[config.mk]
export PLATFORM = sky130hd
export DESIGN_NAME = regfile_wb_arbiter
export DESIGN_NICKNAME = d
export VERILOG_FILES = /design/src/rtl/rf_pkg.sv /design/src/rtl/rr_arbiter2.sv /design/src/rtl/regfile_wb_arbiter.sv
export SDC_FILE = /design/constraint.sdc
export NUM_CORES = 1
export LEC_CHECK = 0
export ABC_AREA = 1
export BUFFER_PORTS_ARGS = -buffer_cell sky130_fd_sc_hd__buf_2
export CAP_MARGIN = 20
export CORE_ASPECT_RATIO = 0.75
export CORE_MARGIN = 2
export CORE_UTILIZATION = 48
export DETAILED_ROUTE_END_ITERATION = 10
export GPL_TIMING_DRIVEN = 0
export PLACE_DENSITY = 0.85
export SLEW_MARGIN = 20
export SYNTH_ARGS = -nofsm -noshare
export SYNTH_HDL_FRONTEND = slang
export SYNTH_SLANG_ARGS = --single-unit
[constraint.sdc]
create_clock -name clk -period 1.73 [get_ports clk]
set_clock_uncertainty 0.05 [all_clocks]
set_input_delay 0 -clock clk [delete_from_list [all_inputs] [get_ports clk]]
set_output_delay 0 -clock clk [all_outputs]
set_load 0.01 [all_outputs]
[src/rtl/rf_pkg.sv]
// Shared definitions for the register-file writeback arbiter.
package rf_pkg;

  localparam int unsigned AW   = 3;
  localparam int unsigned DW   = 16;
  localparam int unsigned NREG = 1 << AW;

  // Requester indices into the grant vector
  localparam int unsigned REQ_ALU = 0;
  localparam int unsigned REQ_LD  = 1;

  typedef struct packed {
    logic          valid;
    logic [AW-1:0] addr;
    logic [DW-1:0] data;
  } wb_req_t;

endpackage

[src/rtl/rr_arbiter2.sv]
// Two-input combinational arbiter producing a one-hot grant.
// Config macro WB_ROUND_ROBIN_EN: defined -> round-robin on 'last',
// undefined -> fixed priority, req[0] always wins.
module rr_arbiter2 (
  input  logic [1:0] req,
  input  logic       last,
  output logic [1:0] gnt
);

`ifdef WB_ROUND_ROBIN_EN
  // On contention grant the requester that did not win last time
  always_comb begin
    gnt    = '0;
    gnt[0] = req[0] & (~req[1] | last);
    gnt[1] = req[1] & (~req[0] | ~last);
  end
`else
  logic w_unused_last;
  assign w_unused_last = last;

  // Fixed priority: req[0] always wins contention
  always_comb begin
    gnt    = '0;
    gnt[0] = req[0];
    gnt[1] = req[1] & ~req[0];
  end
`endif

endmodule

[src/rtl/regfile_wb_arbiter.sv]
// Shares the register-file write port between the ALU (req0) and the load
// unit (req1). Registered output stage, one write per cycle, plus a
// scoreboard of registers with an issued-but-uncommitted write.
// Config macro WB_ROUND_ROBIN_EN selects round-robin over fixed priority.
module regfile_wb_arbiter
  import rf_pkg::*;
(
  input  logic            clk,
  input  logic            rst,
  input  logic            req0_valid,
  input  logic [AW-1:0]   req0_addr,
  input  logic [DW-1:0]   req0_data,
  output logic            req0_ready,
  input  logic            req1_valid,
  input  logic [AW-1:0]   req1_addr,
  input  logic [DW-1:0]   req1_data,
  output logic            req1_ready,
  input  logic            issue_set,
  input  logic [AW-1:0]   issue_addr,
  output logic            rf_we,
  output logic [AW-1:0]   rf_regw,
  output logic [DW-1:0]   rf_wdata,
  output logic [NREG-1:0] busy,
  output logic            grant_last
);

  wb_req_t         w_req_alu;
  wb_req_t         w_req_ld;
  wb_req_t         w_sel;
  logic [1:0]      w_valids;
  logic [1:0]      w_gnt;
  logic            w_accept;
  logic [NREG-1:0] w_busy_nxt;

  logic            r_we;
  logic [AW-1:0]   r_regw;
  logic [DW-1:0]   r_wdata;
  logic [NREG-1:0] r_busy;
  logic            r_grant_last;

  assign w_req_alu = '{valid: req0_valid, addr: req0_addr, data: req0_data};
  assign w_req_ld  = '{valid: req1_valid, addr: req1_addr, data: req1_data};

  assign w_valids[REQ_ALU] = w_req_alu.valid;
  assign w_valids[REQ_LD]  = w_req_ld.valid;

  rr_arbiter2 u_arb (
    .req  (w_valids),
    .last (r_grant_last),
    .gnt  (w_gnt)
  );

  assign req0_ready = w_gnt[REQ_ALU];
  assign req1_ready = w_gnt[REQ_LD];
  assign w_accept   = |w_gnt;

  // Mux the granted request into the output stage
  always_comb begin
    w_sel = w_gnt[REQ_LD] ? w_req_ld : w_req_alu;
  end

  // Scoreboard update: commit clears first, then issue sets, so a new
  // producer issued in the commit cycle keeps the bit pending
  always_comb begin
    w_busy_nxt = r_busy;
    if (r_we) w_busy_nxt[r_regw] = 1'b0;
    if (issue_set) w_busy_nxt[issue_addr] = 1'b1;
  end

  // Output register, grant history and scoreboard state
  always_ff @(posedge clk) begin
    if (rst) begin
      r_we         <= 1'b0;
      r_regw       <= '0;
      r_wdata      <= '0;
      r_busy       <= '0;
      r_grant_last <= 1'b1;
    end else begin
      r_we   <= w_accept;
      r_busy <= w_busy_nxt;
      if (w_accept) begin
        r_regw       <= w_sel.addr;
        r_wdata      <= w_sel.data;
        r_grant_last <= w_gnt[REQ_LD];
      end
    end
  end

  assign rf_we      = r_we;
  assign rf_regw    = r_regw;
  assign rf_wdata   = r_wdata;
  assign busy       = r_busy;
  assign grant_last = r_grant_last;

endmodule

==> qor.yml <==
run_status:
  status: "finished with violations"
  violations: "hold timing"
clock_tree:
  root_buffer: "clkbuf_8"
  tritoncts: "done"
  cts_buffers: 5
  clk_pin_slew_worst_paths_ns: 0.06
  cts_resized: 0
  clockBufferDepth: 2
  worst_skew_pair.late_latency_ns: 0.27
  postCtsSetupRepairBufs: 0
  htree_levels: 2
  cts.sinks: 29
die:
  rows: 17
  design.core.area_sq_um: 2910
  die_h_um: 51.7
  start_util_pct: 49.9
  ios: 77
  dieWidth_um: 67.6
  die-area_sq_um: 3490
worst_setup_path:
  crit_path_end_kind: "flip-flop"
  worstPathArrival_ns: 1.67
  cp_max_fo: 4
  crit_type: "flip-flop to flip-flop"
  crit_required_ns: 1.84
  crit_path_start_kind: "flip-flop"
placement:
  place_ws_ns: 0.702
  place_hpwl_um: 2550
  placed_area_sq_um: 1870
  globalplace.congestion: 0.771
  io_buffers: 74
flow_run:
  maxCapViolCount: 0
logic_synthesis:
  synth_xor_area_share_pct: 0
  synthAdderAreaFrac_pct: 0
  synth_area_leaders: "dfxtp_1 40%, nand2_1 21%, inv_1 7.5%, nand3_2 6.9%, nand2_2 4.7%"
  ys_seq_area_share_pct: 39.9
  synth_fp_nets: 252
  synth-simple-area-share_pct: 41.4
  synth_top_family_by_area: "simple AND/OR/NAND/NOR gates"
  netlist_area_sq_um: 1460
  ys_warn_count: 0
  ys_ff_latch: 29
  synth_area_leader_cell: "dfxtp_1"
  synthMuxAreaShare_pct: 0
  synth_cell_types: 15
  synth-compound-area-share_pct: 3.44
  synthCells: 206
  synth_area_per_cell_sq_um: 7.06
  synth_top_area_share_pct: 39.9
sta:
  fin_setup_tns_ns: 0
  timing.fmax_mhz: 640
  period_share_pct: 90.4
  maxSlewHeadroom_pct: 80.2
  holdWs_ns: -0.00339
  finalCriticalPeriod_ns: 1.56
  grt_setup_unrepaired: "no"
  timing.final.ws_setup_ns: 0.167
  tightest_slew_ns: 0.295
  finalMaxSlewViolations: 0
  finalSetupViolations: 0
  timing.final.hold_violations: 1
power:
  power.leakage_uw: 0.00136
  vdd_drop_max_mv: 0.466
  pwr_density_cell_nw_per_um2: 699
  total_power_uw: 1660
routing:
  drt-initial-drc-count: 58
  wl_per_cell_um: 11.9
  drt-vias-per-instance: 4.68
  ant_nets: 0
  vias: 1718
  wl_um: 4370
  drc_errors: 0
  dr.pass1.iters: 4
worst_hold_path:
  min_path_type: "input port to flip-flop"
global_routing:
  grt_pass1_wl_um: 6720
  grt_pass1_vias: 1593
  grtUsageTotal_pct: 26.2
  grt-ovfl-total: 0
  grt_max_degree: 11
  antenna_found_initial: 0
final_layout:
  final_nets: 375
  final_layout_size_suffix_gt1_share_pct: 34.7
  num_antenna_cells: 0
  fin_area_sq_um: 2380
  area_growth_pct: 63.5
-- layer usage --
| layer | share of wire, % | routed length, um | GRT usage, % | up-vias |
|---|---|---|---|---|
| li1 | - | - | - | 870 |
| met1 | 41 | 1800 | 29.0 | 760 |
| met2 | 48 | 2110 | 46.7 | 75 |
| met3 | 7.8 | 341 | 6.49 | 13 |
| met4 | 2.8 | 121 | 12.6 | 0 |
| met5 | 0 | 0 | 0 | - |
-- synth_stat cells (all sizes together) --
cell   instances
nor2           7
dfxtp         29
inv           29
a21oi          9
o21ai          1
nand2         93
buf           11
nand3         19
nand4          8
-- stage by stage --
stage          std cells  util, %
2_1_floorplan        206        -
3_3_place_gp         318     64.3
3_5_place_dp         318     64.3
4_1_cts              367     81.7
5_1_grt              367     81.7
6_report             367     81.7
-- area by class of cell --
cell class / instances / area (sq um)
fill: 196 / 534
timing repair buffer: 116 / 791
buffer: 11 / 113
multi-input combinational: 137 / 653
clock buffer: 7 / 86.3
tap: 38 / 47.5
sequential: 29 / 581
inverter: 29 / 109
-- state kept, by name (all words and copies together), names as in the netlist --
name	flops
grant_last	1
rf_we	1
busy	8
rf_wdata	16
rf_regw	3
-- cells by family (layout without fill, tap and decap cells) --
| group | count (synthesis) | count (layout) |
|---|---|---|
| compound gates | 10 | 10 |
| simple gates | 127 | 127 |
| buf+inv | 40 | 163 |
| flops | 29 | 29 |
-- path summary, 6_finish.rpt --
kind / startpoint / to / slack (ns) / depth (start not counted)
max: rf_we$_SDFF_PP0_ / busy[4]$_SDFF_PP0_ / 0.17 / 6
min: req0_data[13] / rf_wdata[13]$_SDFFE_PP0P_ / -0.003 / 5
max reg2reg: rf_we$_SDFF_PP0_ / busy[4]$_SDFF_PP0_ / 0.17 / 6
min reg2reg: busy[1]$_SDFF_PP0_ / busy[1]$_SDFF_PP0_ / 0.41 / 2
-- worst max-delay path: stages, from the launching register on --
cell	delay [ns]
dfxtp_1	0.35
inv_1	0.05
nor2_1	0.24
nand2_1	0.09
nand2_1	0.06
a21oi_1	0.05
dlygate4sd3_1	0.56
-- cells in the final DEF (no fill, tap or decap) --
cell type,netlist,final
nand4_1,8,8
buf_2,2,76
buf_4,2,2
nor2_2,2,2
dfxtp_1,29,29
nor2_1,5,5
clkbuf_8,0,6
a21oi_1,9,9
nand3_1,9,9
nand3_2,10,10
clkbuf_1,0,1
nand2_2,11,11
buf_6,6,6
buf_12,1,1
inv_1,29,29
o21ai_0,1,1
dlygate4sd3_1,0,42
nand2_1,82,82
-- report_power, final --
group          internal [uW]  switching, uW  leakage, uW
Clock                    315            229    0.0000443
Sequential               708           25.1     0.000239
Combinational            211            176      0.00108
Total                   1230            430      0.00136
-- what timing repair did --
| action | CTS | global route |
|---|---|---|
| hold buffers | 42 | 0 |
| endpoints found under the hold margin | 27 | 0 |
| setup endpoints to repair | 0 | 0 |
No activity file was read; power rests on OpenSTA's default activity.
